==> src/rtl/joy_db15_scan_pkg.sv <==
// Shared types and constants for the DB15 joystick chain scanner.
// Bit map per player word: LS F E D C B A U D L R, bit0 = R.
package joy_db15_scan_pkg;

    typedef enum logic [1:0] {LOAD, SHIFT, LATCH, IDLE} scan_state_t;

    localparam int unsigned FRAME_BITS      = 32;
    localparam int unsigned BITS_PER_PLAYER = 16;

    localparam int unsigned BTN_R     = 0;
    localparam int unsigned BTN_L     = 1;
    localparam int unsigned BTN_DOWN  = 2;
    localparam int unsigned BTN_UP    = 3;
    localparam int unsigned BTN_A     = 4;
    localparam int unsigned BTN_B     = 5;
    localparam int unsigned BTN_C     = 6;
    localparam int unsigned BTN_D     = 7;
    localparam int unsigned BTN_E     = 8;
    localparam int unsigned BTN_F     = 9;
    localparam int unsigned BTN_S     = 10;
    localparam int unsigned BTN_LTRIG = 11;

    // The chain reports pressed buttons as 0.
    function automatic logic [BITS_PER_PLAYER-1:0] to_pressed(
        input logic [BITS_PER_PLAYER-1:0] raw
    );
        return ~raw;
    endfunction

endpackage

==> src/rtl/joy_db15_tick.sv <==
// Half-period timer for the serial chain: tick on the last cycle of each
// CLK_DIV-cycle half period, phase toggles at every tick (0 = low half).
module joy_db15_tick #(
    parameter int unsigned CLK_DIV = 8
) (
    input  logic clk,
    input  logic reset_n,
    input  logic en,
    output logic tick,
    output logic phase
);

    localparam int unsigned CNT_W = $clog2(CLK_DIV);

    logic [CNT_W-1:0] cnt;

    assign tick = en && (cnt == CNT_W'(CLK_DIV - 1));

    always_ff @(posedge clk or negedge reset_n) begin
        if (!reset_n) begin
            cnt   <= '0;
            phase <= 1'b0;
        end else if (en) begin
            if (tick) begin
                cnt   <= '0;
                phase <= ~phase;
            end else begin
                cnt <= cnt + CNT_W'(1);
            end
        end
    end

endmodule

==> src/rtl/joy_db15_scan.sv <==
// Scanner for the DB15 UserIO adapter (four chained 74HC165s, 32 active-low bits).
// Optional macro JOY_DB15_SCAN_DEBOUNCE_EN: publish a frame only when it repeats.
module joy_db15_scan
    import joy_db15_scan_pkg::*;
#(
    parameter int unsigned CLK_DIV  = 8,
    parameter int unsigned SCAN_GAP = 4096
) (
    input  logic        clk,
    input  logic        reset_n,
    output logic        JOY_CLK,
    output logic        JOY_LOAD,
    input  logic        JOY_DATA,
    output logic [15:0] joystick1,
    output logic [15:0] joystick2,
    output logic        joy_valid,
    output logic        frame_strobe
);

    localparam int unsigned IDX_W = $clog2(FRAME_BITS);
    localparam int unsigned GAP_W = $clog2(SCAN_GAP + 1);

    scan_state_t            state, state_nxt;
    logic [1:0]             jd_sync;
    logic                   jd_s;
    logic [IDX_W-1:0]       bit_idx;
    logic [GAP_W-1:0]       gap_cnt;
    logic [FRAME_BITS-1:0]  shreg;
    logic                   tick, phase, tick_en;
    logic                   load_dec, clk_dec, strobe_dec;

`ifdef JOY_DB15_SCAN_DEBOUNCE_EN
    logic [FRAME_BITS-1:0]  prev_raw;
    logic                   have_prev;
`endif

    assign jd_s    = jd_sync[1];
    assign tick_en = (state == LOAD) || (state == SHIFT);

    joy_db15_tick #(.CLK_DIV(CLK_DIV)) u_tick (
        .clk     (clk),
        .reset_n (reset_n),
        .en      (tick_en),
        .tick    (tick),
        .phase   (phase)
    );

    // Pin levels are decoded from the current state and registered, so every
    // pin lags the internal state by exactly one cycle.
    always_comb begin
        state_nxt  = state;
        load_dec   = 1'b1;
        clk_dec    = 1'b0;
        strobe_dec = 1'b0;
        case (state)
            LOAD: begin
                load_dec = 1'b0;
                if (tick && phase) state_nxt = SHIFT;
            end
            SHIFT: begin
                clk_dec = phase;
                if (tick && phase && (bit_idx == IDX_W'(FRAME_BITS - 1))) state_nxt = LATCH;
            end
            LATCH: begin
                strobe_dec = 1'b1;
                state_nxt  = IDLE;
            end
            IDLE: begin
                if (gap_cnt == GAP_W'(SCAN_GAP - 1)) state_nxt = LOAD;
            end
            default: state_nxt = LOAD;
        endcase
    end

    always_ff @(posedge clk or negedge reset_n) begin
        if (!reset_n) begin
            state        <= LOAD;
            jd_sync      <= '1;
            bit_idx      <= '0;
            gap_cnt      <= '0;
            shreg        <= '1;
            JOY_LOAD     <= 1'b1;
            JOY_CLK      <= 1'b0;
            frame_strobe <= 1'b0;
        end else begin
            state        <= state_nxt;
            jd_sync      <= {jd_sync[0], JOY_DATA};
            JOY_LOAD     <= load_dec;
            JOY_CLK      <= clk_dec;
            frame_strobe <= strobe_dec;
            gap_cnt      <= (state == IDLE) ? gap_cnt + GAP_W'(1) : '0;
            if (state == SHIFT && tick) begin
                // Sample on the edge that raises JOY_CLK: data has settled all low phase.
                if (!phase) shreg[bit_idx] <= jd_s;
                else        bit_idx        <= bit_idx + IDX_W'(1);
            end
        end
    end

    always_ff @(posedge clk or negedge reset_n) begin
        if (!reset_n) begin
            joystick1 <= '0;
            joystick2 <= '0;
            joy_valid <= 1'b0;
`ifdef JOY_DB15_SCAN_DEBOUNCE_EN
            prev_raw  <= '1;
            have_prev <= 1'b0;
`endif
        end else if (state == LATCH) begin
`ifdef JOY_DB15_SCAN_DEBOUNCE_EN
            if (have_prev && (shreg == prev_raw)) begin
                joystick1 <= to_pressed(shreg[BITS_PER_PLAYER-1:0]);
                joystick2 <= to_pressed(shreg[FRAME_BITS-1:BITS_PER_PLAYER]);
                joy_valid <= 1'b1;
            end
            prev_raw  <= shreg;
            have_prev <= 1'b1;
`else
            joystick1 <= to_pressed(shreg[BITS_PER_PLAYER-1:0]);
            joystick2 <= to_pressed(shreg[FRAME_BITS-1:BITS_PER_PLAYER]);
            joy_valid <= 1'b1;
`endif
        end
    end

endmodule

==> config.mk <==
export PLATFORM = sky130hd
export DESIGN_NAME = joy_db15_scan
export DESIGN_NICKNAME = d
export VERILOG_FILES = /design/src/rtl/joy_db15_scan_pkg.sv /design/src/rtl/joy_db15_tick.sv /design/src/rtl/joy_db15_scan.sv
export SDC_FILE = /design/constraint.sdc
export NUM_CORES = 1
export LEC_CHECK = 0
export BUFFER_PORTS_ARGS = -buffer_cell sky130_fd_sc_hd__buf_2
export CAP_MARGIN = 20
export CORE_MARGIN = 2
export CORE_UTILIZATION = 28
export CTS_BUF_LIST = sky130_fd_sc_hd__clkbuf_8
export CTS_CLUSTER_DIAMETER = 80
export DETAILED_ROUTE_END_ITERATION = 6
export SLEW_MARGIN = 25
export SYNTH_ARGS = -nofsm -noshare
export SYNTH_HDL_FRONTEND = slang
export SYNTH_SLANG_ARGS = --single-unit
==> constraint.sdc <==
create_clock -name clk -period 2.6 [get_ports clk]
set_input_delay 0.13 -clock clk [delete_from_list [all_inputs] [get_ports clk]]
set_output_delay 0.13 -clock clk [all_outputs]
set_load 0.01 [all_outputs]
==> Yosys cells after proc, flatten, opt, wreduce, memory -nomap -nowiden <==
Index checks and enable logic that the tools add are counted.
W data, S select, Z words.
{ "word_totals": {"reg_bits": 94, "input_bits": 3, "output_inout_bits": 36} }
{ "classes": {"addsub": 3, "magnitude_cmp": 2, "n_eq_ne": 9, "mux": 12, "bitwise": 3, "n_reduce_logical": 11} }
{ "op_table": {"columns": ["op", "count"], "rows": [
  ["$bwmux W32", 1],
  ["$not A16 Y16", 2],
  ["$add A13 B1 Y13 const B", 1],
  ["$eq A13 B12 Y1 const B", 1],
  ["$mux W13", 1],
  ["$pmux W2 S4", 1],
  ["$lt A5 B6 Y1 const B", 1],
  ["$mux W2", 3],
  ["$reduce_and A2 Y1", 3],
  ["$add A5 B1 Y5 const B", 1],
  ["$demux W1 S5", 1],
  ["$eq A5 B5 Y1 const B", 1],
  ["$ge A5 B1 Y1 const B", 1],
  ["$logic_and A1 B1 Y1", 5],
  ["$eq A2 B2 Y1 const B", 2],
  ["$mux W1", 4],
  ["$ne A2 B1 Y1 const B", 2],
  ["$add A3 B1 Y3 const B", 1],
  ["$eq A3 B3 Y1 const B", 1],
  ["$mux W3", 1],
  ["$reduce_and A3 Y1", 1],
  ["$eq A2 B1 Y1 const B", 1],
  ["$logic_not A2 Y1", 1],
  ["$ne A2 B2 Y1 const B", 1],
  ["other kinds (2)", 2]
]} }

==> Depth between registers and ports, before layout <==
{ "depth": {"word_depth": 7, "depth_mapped": 7, "mapped_depth_nobuf": 7} }

==> Cells and area by module <==
A second synthesis with hierarchy kept.
{ "hier_totals": {"cells_unflattened": 342, "area_unflattened_um2": 4169.0} }
{ "modules_own_cells": {"columns": ["module", "n_inst", "cells_each", "area_each_um2"], "rows": [
  ["joy_db15_scan", 1, 328, 3976.3],
  ["joy_db15_tick", 1, 14, 192.7]
]} }

==> Least setup slack after synthesis <==
OpenSTA, ideal clock, no wires.
{ "synth_path": {"kind": "register to register", "from": "reg bit_idx[0]", "to": "reg state[1]", "setup_ps": 125, "t_arrival_ps": 1685, "t_required_ps": 2475, "path_slack_ps": 790, "stages_incl_launch_ff": 8, "path_buffers": 0, "path_cell_list": "dfrtp_1 ha_1 and3_1 ha_1 nand2b_1 a31oi_1 a21o_1 mux2_4"} }
{ "synth_via": {"elab_chain_cells": 4} }
{ "synth_rtl": {"columns": ["item", "line", "source"], "rows": [
  ["start, declared", "joy_db15_scan.sv:26", "logic [IDX_W-1:0] bit_idx;"],
  ["start signal, assigned", "joy_db15_scan.sv:95", "else bit_idx <= bit_idx + IDX_W'(1);"],
  ["$eq A5 B5 Y1", "joy_db15_scan.sv:62", "if (tick && phase && (bit_idx == IDX_W'(FRAME_BITS - 1))) state_nxt = LATCH;"],
  ["$logic_and A1 B1 Y1", "joy_db15_scan.sv:62", null],
  ["$ne A2 B1 Y1 (no source line)", null, null],
  ["$reduce_and A3 Y1 (no source line)", null, null],
  ["end signal, assigned", "joy_db15_scan.sv:86", "state <= state_nxt;"],
  ["end, declared", "joy_db15_scan.sv:23", "scan_state_t state, state_nxt;"]
]} }
Every way passes these cells.
A chain may end at the register's enable or synchronous reset.

==> Final worst setup path <==
Ends and elaborated chain as after synthesis.

==> flow_summary.yaml <==
outcome:
  status: "completed"
routing:
  drtAntennaViolNets: 0
  drtIter0Drc: 164
  dr.pass1.iters: 4
  wl_met2_um: 3470
  drc: 0
  wl_per_cell_um: 13.3
  wl_met1_um: 3520
  vias: 2464
  route.met3.wl_um: 362
  viasPerCell: 4.35
  top_layer: "met4"
  wirelength_um: 7540
final_layout:
  layout-drive-gt1-share: 0.279
  num_antenna_cells: 0
  nFillCells: 1487
  nets: 393
  syn_to_final_growth_pct: 14.7
global_routing:
  overflow: 0
  antenna_found_initial: 0
  grt_pass1_vias: 2623
  groute.usage.overall: 0.104
  grt_max_degree: 50
  grt_first_pass_wirelength_um: 13100
floorplan:
  row_count: 44
  fp.dieH_um: 126
  ios: 39
  fp.dieArea_mm2: 0.0158
  core_mm2: 0.0145
  die_x_um: 126
  initial_core_util: 0.286
yosys:
  synth_area_leaders: "dfrtp_1 (36%), dfstp_2 (22%), mux2i_1 (8.0%), mux2_1 (6.3%), ha_1 (3.6%)"
  syn_avg_cell_area_um2: 12.2
  synth-main-ff-cell: "dfrtp_1"
  synth_compound_area_frac: 0.0124
  yosysTopAreaCell: "dfrtp_1"
  synth_mux_area_frac: 0.179
  syn_area_mm2: 0.00414
  syn_inst: 338
  synth_edf_count: 0
  synth_fp_nets: 353
  ys_seq_elements: 94
  synth-simple-area-share: 0.117
  synth_top_area_frac: 0.357
  synth_xor_area_frac: 0.0275
  yosysUniqueCellTypes: 34
  synthAdderAreaFrac: 0.0363
  synth_top_family_by_area: "multiplexers"
  ys_async_sr_fraction: 1.00
  yosys_warnings: 0
  synth.yosys.seq_area_share: 0.579
worst_setup_path:
  cp_slowest_cell: "dfrtp_1"
  cp_data_required_time_ns: 2.85
  worst-setup-path-type: "reg -> reg"
  cp_max_fo: 5
  crit_family: "flip-flops"
  crit_path_frequent_cell: "ha_1"
  cp_slowest_stage_delay_ns: 0.45
  path_cells: "ha_1 > and3_1 > ha_1 > nand2b_1 > a31oi_1 > a21o_1 > mux2_4"
  worstSetupEndpointType: "flip-flop"
  path_buf_inv: 0
  critPathArrivalTime_ns: 2.24
  critPathLaunchType: "flip-flop"
sta:
  holdWs_ns: 0.338
  rsz0062_at_grt: "false"
  worstMarginPinSlew_ns: 0.634
  clock.fmax_ghz: 0.502
  hold_violations: 0
  final.min_clock_period_ns: 1.99
  timing.slew.headroom: 0.577
  finalCritPeriodShare: 0.766
  final-setup-viol-count: 0
  slew_violations: 0
  setup_tns_ns: 0
  skew_ns: 0.00980
flow_run:
  maxCapViolations: 0
clock_tree:
  numCtsBuffers: 9
  root_buffer: "clkbuf_8"
  clk_path_buf_depth: 2
  clock_latency_ns: 0.36
  cts_sinks: 94
  clkTransAtPathRegs_ns: 0.09
  post_cts_buffers: 0
  cts_tree: "yes"
  htreeDepth: 3
placement:
  gp_congestion: 0.743
  port_buffers: 38
  dp_hpwl_um: 5220
power:
  leakagePower_uw: 0.00216
  powerDensity_mw_per_mm2: 516
  ir_worst_vdd_v: 0.000210
hold_path:
  hp-class: "in -> async"
[cells in the final DEF (no fill, tap or decap), types with 4 or more instances in the layout]
cell,Yosys,final
and2_1,11,11
and2_2,4,4
buf_2,5,37
clkbuf_8,0,9
dfrtp_1,59,59
dfstp_2,35,35
ha_1,12,11
inv_1,37,41
mux2_1,23,23
mux2_2,12,12
mux2i_1,33,33
nand2_1,25,25
nand3_1,8,8
nand4_1,6,6
nor2_1,14,14
nor3_1,6,6
xnor2_1,9,9
xor2_1,4,4
[area by class of cell]
cell class | instances | area [um^2] | area share
tap | 184 | 230 | 0.0485
multi-input combinational | 194 | 1540 | 0.325
timing repair buffer | 42 | 253 | 0.0533
inverter | 37 | 139 | 0.0293
clock buffer | 9 | 124 | 0.0261
sequential | 94 | 2400 | 0.505
clock inverter | 7 | 60.1 | 0.0127
[flip-flops by register name, indices dropped and copies added (netlist names)]
signal	cells
jd_sync	2
joy_valid	1
state	2
joystick2	16
joystick1	16
u_tick.cnt	3
JOY_CLK	1
frame_strobe	1
u_tick.phase	1
JOY_LOAD	1
gap_cnt	13
bit_idx	5
shreg	32
[where the power goes]
part | leakage [uW] | total (uW) | internal (uW) | switching [uW]
sequential | 0.00117 | 1480 | 1470 | 7.38
clock | 0.000100 | 934 | 432 | 502
combinational | 0.000886 | 35.9 | 7.79 | 28.2
total | 0.00216 | 2450 | 1910 | 537
[cells in the mapped netlist (all sizes together), types with 3 or more instances]
| library cell | count |
|---|---|
| clkbuf | 6 |
| nand2 | 25 |
| inv | 37 |
| mux2 | 36 |
| nor2 | 14 |
| o21ai | 3 |
| nand3b | 3 |
| and2 | 15 |
| dfstp | 35 |
| nor3b | 3 |
| nand3 | 8 |
| ha | 12 |
| mux2i | 33 |
| nor3 | 6 |
| xnor2 | 9 |
| xor2 | 4 |
| buf | 7 |
| nand4 | 6 |
| and3 | 3 |
| dfrtp | 59 |
[kinds of logic after synthesis]
family          count (synthesis)
compound gates                  8
xor+xnor                       13
fa+ha+maj                      12
buf+inv                        50
flops                          94
mux                            69
simple gates                   92
[per-stage QoR]
stage               power [uW]  instances  setup slack (ns)  utilization  instance area, um^2
global placement          1540        549             0.726        0.313                 4540
detailed placement        1540        549             0.640        0.313                 4540
global route              2570        567             0.477        0.328                 4740
floorplan                 1500        338             0.790            -                 4140
CTS                       2500        567             0.621        0.328                 4740
finish                    2450        567             0.609        0.328                 4740
[timing repair]
item / 4_1_cts / 5_1_grt
hold buffers: 2 / 0
endpoints found under the hold margin: 38 / 0
gates resized for setup: 0 / 0
endpoints found under the setup margin: 0 / 0
[metal layers]
metal | vias to the layer above | global-route usage
met5 | - | 0
met4 | 0 | 0.0425
met3 | 16 | 0.0347
met2 | 44 | 0.160
met1 | 1217 | 0.136
li1 | 1187 | -
[final timing paths]
| check | from | end | slack, ns | cells after the start |
|---|---|---|---|---|
| max in group asynchronous | reset_n | shreg[17]$_DFFE_PN1P_ | 1.53 | 3 |
| hold / removal | reset_n | joystick1[5]$_DFFE_PN0P_ | 0.34 | 2 |
| hold reg to reg | jd_sync[0]$_DFF_PN1_ | jd_sync[1]$_DFF_PN1_ | 0.36 | 0 |
| setup / recovery | bit_idx[0]$_DFFE_PN0P_ | state[1]$_DFFE_PN0P_ | 0.61 | 7 |
| min in group clk | jd_sync[0]$_DFF_PN1_ | jd_sync[1]$_DFF_PN1_ | 0.36 | 0 |
| setup reg to reg | bit_idx[0]$_DFFE_PN0P_ | state[1]$_DFFE_PN0P_ | 0.61 | 7 |
No activity file was read; power rests on OpenSTA's default activity.
